--- config.mk ---
export PLATFORM = sky130hd
export DESIGN_NAME = bb_quantizer_agc
export DESIGN_NICKNAME = d
export VERILOG_FILES = /design/src/rtl/bb_quantizer_agc.sv
export SDC_FILE = /design/constraint.sdc
export NUM_CORES = 1
export LEC_CHECK = 0
export CORE_ASPECT_RATIO = 0.5
export CORE_MARGIN = 2
export CORE_UTILIZATION = 60
export CTS_CLUSTER_DIAMETER = 80
export DETAILED_ROUTE_END_ITERATION = 16
export GPL_TIMING_DRIVEN = 0
export MAX_ROUTING_LAYER = met4
export PLACE_DENSITY = 0.82
export SETUP_SLACK_MARGIN = 0.4
export SYNTH_ARGS = -nofsm -noshare
export SYNTH_HDL_FRONTEND = slang
export SYNTH_SLANG_ARGS = --single-unit
export TNS_END_PERCENT = 20
--- constraint.sdc ---
create_clock -name clk -period 7 [get_ports clk]
set_input_delay 1.4 -clock clk [delete_from_list [all_inputs] [get_ports clk]]
set_output_delay 1.4 -clock clk [all_outputs]
set_load 0.01 [all_outputs]
--- src/rtl/bb_quantizer_agc.sv ---
// bb_quantizer_agc: digital gain, 3-bit sign-magnitude quantizer and windowed AGC for the baseband sum
//   in : clk, rst (async, active-high), in_valid, real_in/imag_in [15:0] signed,
//        agc_en (1 = AGC owns the gain), gain_manual [11:0] unsigned Q4.8
//   out: out_valid, real_out/imag_out [2:0] {sign,mag[1:0]}, gain_out [11:0] Q4.8, agc_locked
module bb_quantizer_agc #(
  parameter int THR_SHIFT  = 12,
  parameter int WIN_LOG2   = 10,
  parameter int TARGET_CNT = 676,
  parameter int HYST       = 32,
  parameter int GAIN_INIT  = 256,
  parameter int GAIN_STEP  = 8,
  parameter int LOCK_WINS  = 4
) (
  input  logic               clk,
  input  logic               rst,
  input  logic               in_valid,
  input  logic signed [15:0] real_in,
  input  logic signed [15:0] imag_in,
  input  logic               agc_en,
  input  logic [11:0]        gain_manual,
  output logic               out_valid,
  output logic [2:0]         real_out,
  output logic [2:0]         imag_out,
  output logic [11:0]        gain_out,
  output logic               agc_locked
);
  localparam int HW = WIN_LOG2 + 2;
  localparam logic [11:0] G_STEP = 12'(GAIN_STEP);
  localparam logic [11:0] G_TOP = 12'(4095 - GAIN_STEP);
  localparam logic [HW-1:0] HIT_HI = HW'(TARGET_CNT + HYST);
  localparam logic [HW-1:0] HIT_LO = HW'(TARGET_CNT - HYST);
  localparam logic [2:0] L_WINS = 3'(LOCK_WINS);
  typedef enum logic [1:0] {IDLE, ACQUIRE, TRACK} state_t;
  state_t r_state, w_state_nx;
  logic r_v1, r_v2, r_ov;
  logic signed [15:0] r_re1, r_im1;
  logic signed [28:0] r_pre, r_pim, w_g;
  logic [2:0] r_qre, r_qim, r_lock, w_lock_nx, w_lock_inc;
  logic [11:0] r_gain, w_gain_nx;
  logic [WIN_LOG2-1:0] r_win, w_win_nx;
  logic [HW-1:0] r_hit, w_hit_nx, w_hit_tot;
  logic w_end, w_hi, w_lo;
  // |y| is taken at full 29-bit width so -32768 * 4095 cannot wrap positive
  function automatic logic [2:0] quant(input logic signed [28:0] p);
    logic signed [28:0] y;
    logic [28:0] a, m;
    y = p >>> 8;
    a = y[28] ? -y : y;
    m = a >> THR_SHIFT;
    return {y[28], (m > 29'd3) ? 2'd3 : m[1:0]};
  endfunction
  assign w_g = 29'(signed'({1'b0, r_gain}));
  assign w_hit_tot = r_hit + HW'(r_qre[1]) + HW'(r_qim[1]);
  assign w_end = r_ov && (r_win == '1);
  assign w_hi = w_hit_tot > HIT_HI;
  assign w_lo = w_hit_tot < HIT_LO;
  assign w_lock_inc = r_lock + 3'd1;
  assign out_valid = r_ov;
  assign real_out = r_qre;
  assign imag_out = r_qim;
  assign gain_out = r_gain;
  assign agc_locked = r_state == TRACK;
  // agc_en low wins over everything, including a window end in the same cycle
  always_comb begin
    w_state_nx = r_state;
    w_gain_nx = r_gain;
    w_win_nx = r_win;
    w_hit_nx = r_hit;
    w_lock_nx = r_lock;
    if (!agc_en) begin
      w_state_nx = IDLE;
      w_gain_nx = gain_manual;
      w_win_nx = '0;
      w_hit_nx = '0;
      w_lock_nx = '0;
    end else if (r_state == IDLE) begin
      w_state_nx = ACQUIRE;
    end else if (r_ov) begin
      w_win_nx = r_win + 1'b1;
      w_hit_nx = w_end ? '0 : w_hit_tot;
      if (w_end && (w_hi || w_lo)) begin
        w_gain_nx = w_hi ? ((r_gain > G_STEP) ? r_gain - G_STEP : 12'd1)
                         : ((r_gain > G_TOP) ? 12'hfff : r_gain + G_STEP);
        w_lock_nx = '0;
        w_state_nx = ACQUIRE;
      end else if (w_end && r_state == ACQUIRE) begin
        w_lock_nx = w_lock_inc;
        w_state_nx = (w_lock_inc == L_WINS) ? TRACK : ACQUIRE;
      end
    end
  end
  always_ff @(posedge clk or posedge rst) begin
    if (rst) begin
      r_v1 <= 1'b0;
      r_v2 <= 1'b0;
      r_ov <= 1'b0;
      r_re1 <= '0;
      r_im1 <= '0;
      r_pre <= '0;
      r_pim <= '0;
      r_qre <= '0;
      r_qim <= '0;
      r_state <= IDLE;
      r_gain <= 12'(GAIN_INIT);
      r_win <= '0;
      r_hit <= '0;
      r_lock <= '0;
    end else begin
      r_v1 <= in_valid;
      r_v2 <= r_v1;
      r_ov <= r_v2;
      if (in_valid) begin
        r_re1 <= real_in;
        r_im1 <= imag_in;
      end
      if (r_v1) begin
        r_pre <= 29'(r_re1) * w_g;
        r_pim <= 29'(r_im1) * w_g;
      end
      if (r_v2) begin
        r_qre <= quant(r_pre);
        r_qim <= quant(r_pim);
      end
      r_state <= w_state_nx;
      r_gain <= w_gain_nx;
      r_win <= w_win_nx;
      r_hit <= w_hit_nx;
      r_lock <= w_lock_nx;
    end
  end
endmodule
==> metrics.cfg <==
[run_status]
outcome=completed

[timing]
worst_pin_slew_ns=1.11
slew_violations=0
fmax_ghz=0.156
finClkSkew_ns=0.0193
fin_tns_setup_ns=0
period_minus_slack_ns=6.43
timing.final.crit_share=0.919
rsz0062_at_grt=yes
relSlewSlack=0.253
finalSetupViolCount=0
finalHoldViolCount=0

[drt]
vias=15500
routed_via_density=5.68
drt_wl_total_mm=51.0
routedWlPerCell_um=18.6
drt_iter0_drc=1185
firstDrtPassIters=5
drc=0
antenna_left=0

[final_layout]
final_common_cell=inv_1
layout-drive-gt1-share=0.0776
fill_cells=2567
layout_common_cells=inv_1 (508), fa_1 (352), nand2_1 (257)
area_delta_synth_final_pct=10.3
multi_input_area_um2=14700
nNetsFinal=2816
seq_area_um2=3060

[setup_path]
crit_type=reg2reg
max_stage_delay_ns=0.66
crit_arrival_ns=6.78
cp_max_fo=10
r2r_cells=20
crit_buf_inv=6
r2r_slack_ns=0.57
end_kind=flop
crit_path_top_delay_cell=fa_2
path_delay_family=adder cells
required_ns=7.35
cp.depth=20
cpMostUsedCell=fa_1
start_kind=flop
path_cells=buf_2, and2_1, fa_1, inv_1, fa_2, clkinvlp_4, buf_4, fa_1, fa_1, inv_1, fa_1, inv_1, ha_1, o21a_1, o221ai_1, o21bai_1, a21o_1, or3_4, o2111a_1, a221o_1

[grt]
grt_overflow=0
grt_usage=0.323
grt_pass1_wl_mm=85.2
grt_pass1_vias=16800
antenna_found_initial=1
grt_max_degree=68

[floorplanning]
initial_core_util=0.608
fp.dieW_um=263
io_pins=68
rows=47
coreArea_um2=33000
dieArea_um2=35000
die_h_um=133

[cts]
cts_hold_buf=0
worstSkewPairLatency_ns=0.47
path_clk_slew_ns=0.08
cts-root-buf=clkbuf_16
cts_inserted_buffers=17
cts.sinks=122
clock_path_buffers=2
htree_levels=4
cts_tree=built

[placement]
hpwlAfterDp_mm=40.6
port_buffers=67
gp_congestion=0.971

[synth]
synth_area_leaders=fa_1 (35%), dfrtp_1 (15%), inv_1 (9.5%)
yosysTopAreaCellShare=0.354
synth-edff-count=0
synth_top_cell_by_area=fa_1
yosys_most_used_dff=dfrtp_1
yosysWarningCount=0
netlist_area_um2=20100
synth.avg_cell_area_um2=9.17
synth_cell_types=85
ys_async_sr_fraction=1.00
synth_seq_cells=122
syn_nets=2723
ys_seq_area_frac=0.152
synth_cells=2188

[hold_path]
worstHoldPathCells=0
hold_path.class=reg2reg

[run]
drv_cap=0

[Yosys cell counts (3+ instances only)]
library cell,number
inv_1,510
fa_1,355
nand2_1,257
and2_1,192
ha_1,132
dfrtp_1,121
clkbuf_1,87
mux2_2,59
nor2_1,47
a21oi_1,43
xnor2_1,43
o21ai_0,39
nand3_1,25
xor2_1,22
nand4_1,21
nor3_1,18
a21o_1,11
o31ai_1,11
a31oi_1,10
nor4_1,10
or3_1,10
buf_1,9
nand2b_1,9
and3_1,8
o211ai_1,7
buf_2,6
nor2b_1,6
o21ai_1,6
o21bai_1,6
o221ai_1,6
o22ai_1,6
nor4b_1,5
a211oi_1,4
a22o_1,4
buf_4,4
o21a_1,4
or2_2,4
a2111oi_0,3
and4_1,3
o2111ai_1,3
[layer usage]
metal | GRT usage | vias to the layer above | share of wire
met1 | 0.396 | 7893 | 0.40
met5 | - | - | 0
met4 | 0.137 | 0 | 0.040
met2 | 0.525 | 599 | 0.47
met3 | 0.0704 | 166 | 0.083
li1 | - | 6885 | -
[worst reg2reg max path: stages, from the launching register on]
cell and delay, ns:
dfrtp_2 0.50, buf_2 0.26, and2_1 0.23, fa_1 0.60
inv_1 0.08, fa_2 0.67, clkinvlp_4 0.24, buf_4 0.19
fa_1 0.48, fa_1 0.49, inv_1 0.05, fa_1 0.52
inv_1 0.04, ha_1 0.35, o21a_1 0.21, o221ai_1 0.18
o21bai_1 0.12, a21o_1 0.22, or3_4 0.36, o2111a_1 0.25
a221o_1 0.27
[flip-flops by register name, summed over array words and instances, names as in the netlist]
signal     count
gain_out      12
imag_out       3
out_valid      1
r_hit         12
r_im1         16
r_lock         3
r_pim         21
r_pre         21
r_re1         16
r_state        2
r_v1           1
r_v2           1
r_win         10
real_out       3
[cell type report]
class,instances,area share
clock buffers,19,0.0196
plain buffers,109,0.0233
inverters,511,0.0871
multi-input cells,1446,0.663
well taps,441,0.0249
flip-flops and latches,122,0.138
diodes,1,0.000113
clock inverters,13,0.00978
repair buffers,74,0.0336
[through the flow]
stage	setup slack, ns	std cells	instance area (um2)	hold slack (ns)	utilization
5_1_grt	0.367	2736	22100	0.386	0.671
6_report	0.569	2736	22100	0.368	0.671
3_5_place_dp	0.0146	2697	21300	0.360	0.646
4_1_cts	0.383	2731	22000	0.374	0.668
2_1_floorplan	0.914	2188	20100	0.352	-
3_3_place_gp	0.0483	2696	21300	0.358	0.645
[cell families after synthesis]
family	Yosys count	synth area share
flops	122	0.152
fa+ha+maj	487	0.437
compound gates	201	0.0700
buf+inv	620	0.118
xor+xnor	65	0.0284
mux	62	0.0347
simple gates	631	0.160
[worst paths after layout]
| kind | from | end |
|---|---|---|
| max | gain_out[2] | r_pre[28] |
| min | r_v1 | r_v2 |
| max reg2reg | gain_out[2] | r_pre[28] |
| min reg2reg | r_v1 | r_v2 |
| max in group asynchronous | rst | r_pre[19] |
| min in group asynchronous | rst | r_win[6] |
[repair_timing]
item / 4_1_cts / 5_1_grt
setup buffers: 2 / 4
endpoints found under the hold margin: 0 / 0
resized for setup: 26 / 51
pin swaps: 0 / 4
setup endpoints to repair: 14 / 13
Power is left out: the tool's default activity adds up to more than one toggle a clock period on the data nets, which glitch-free logic cannot reach.
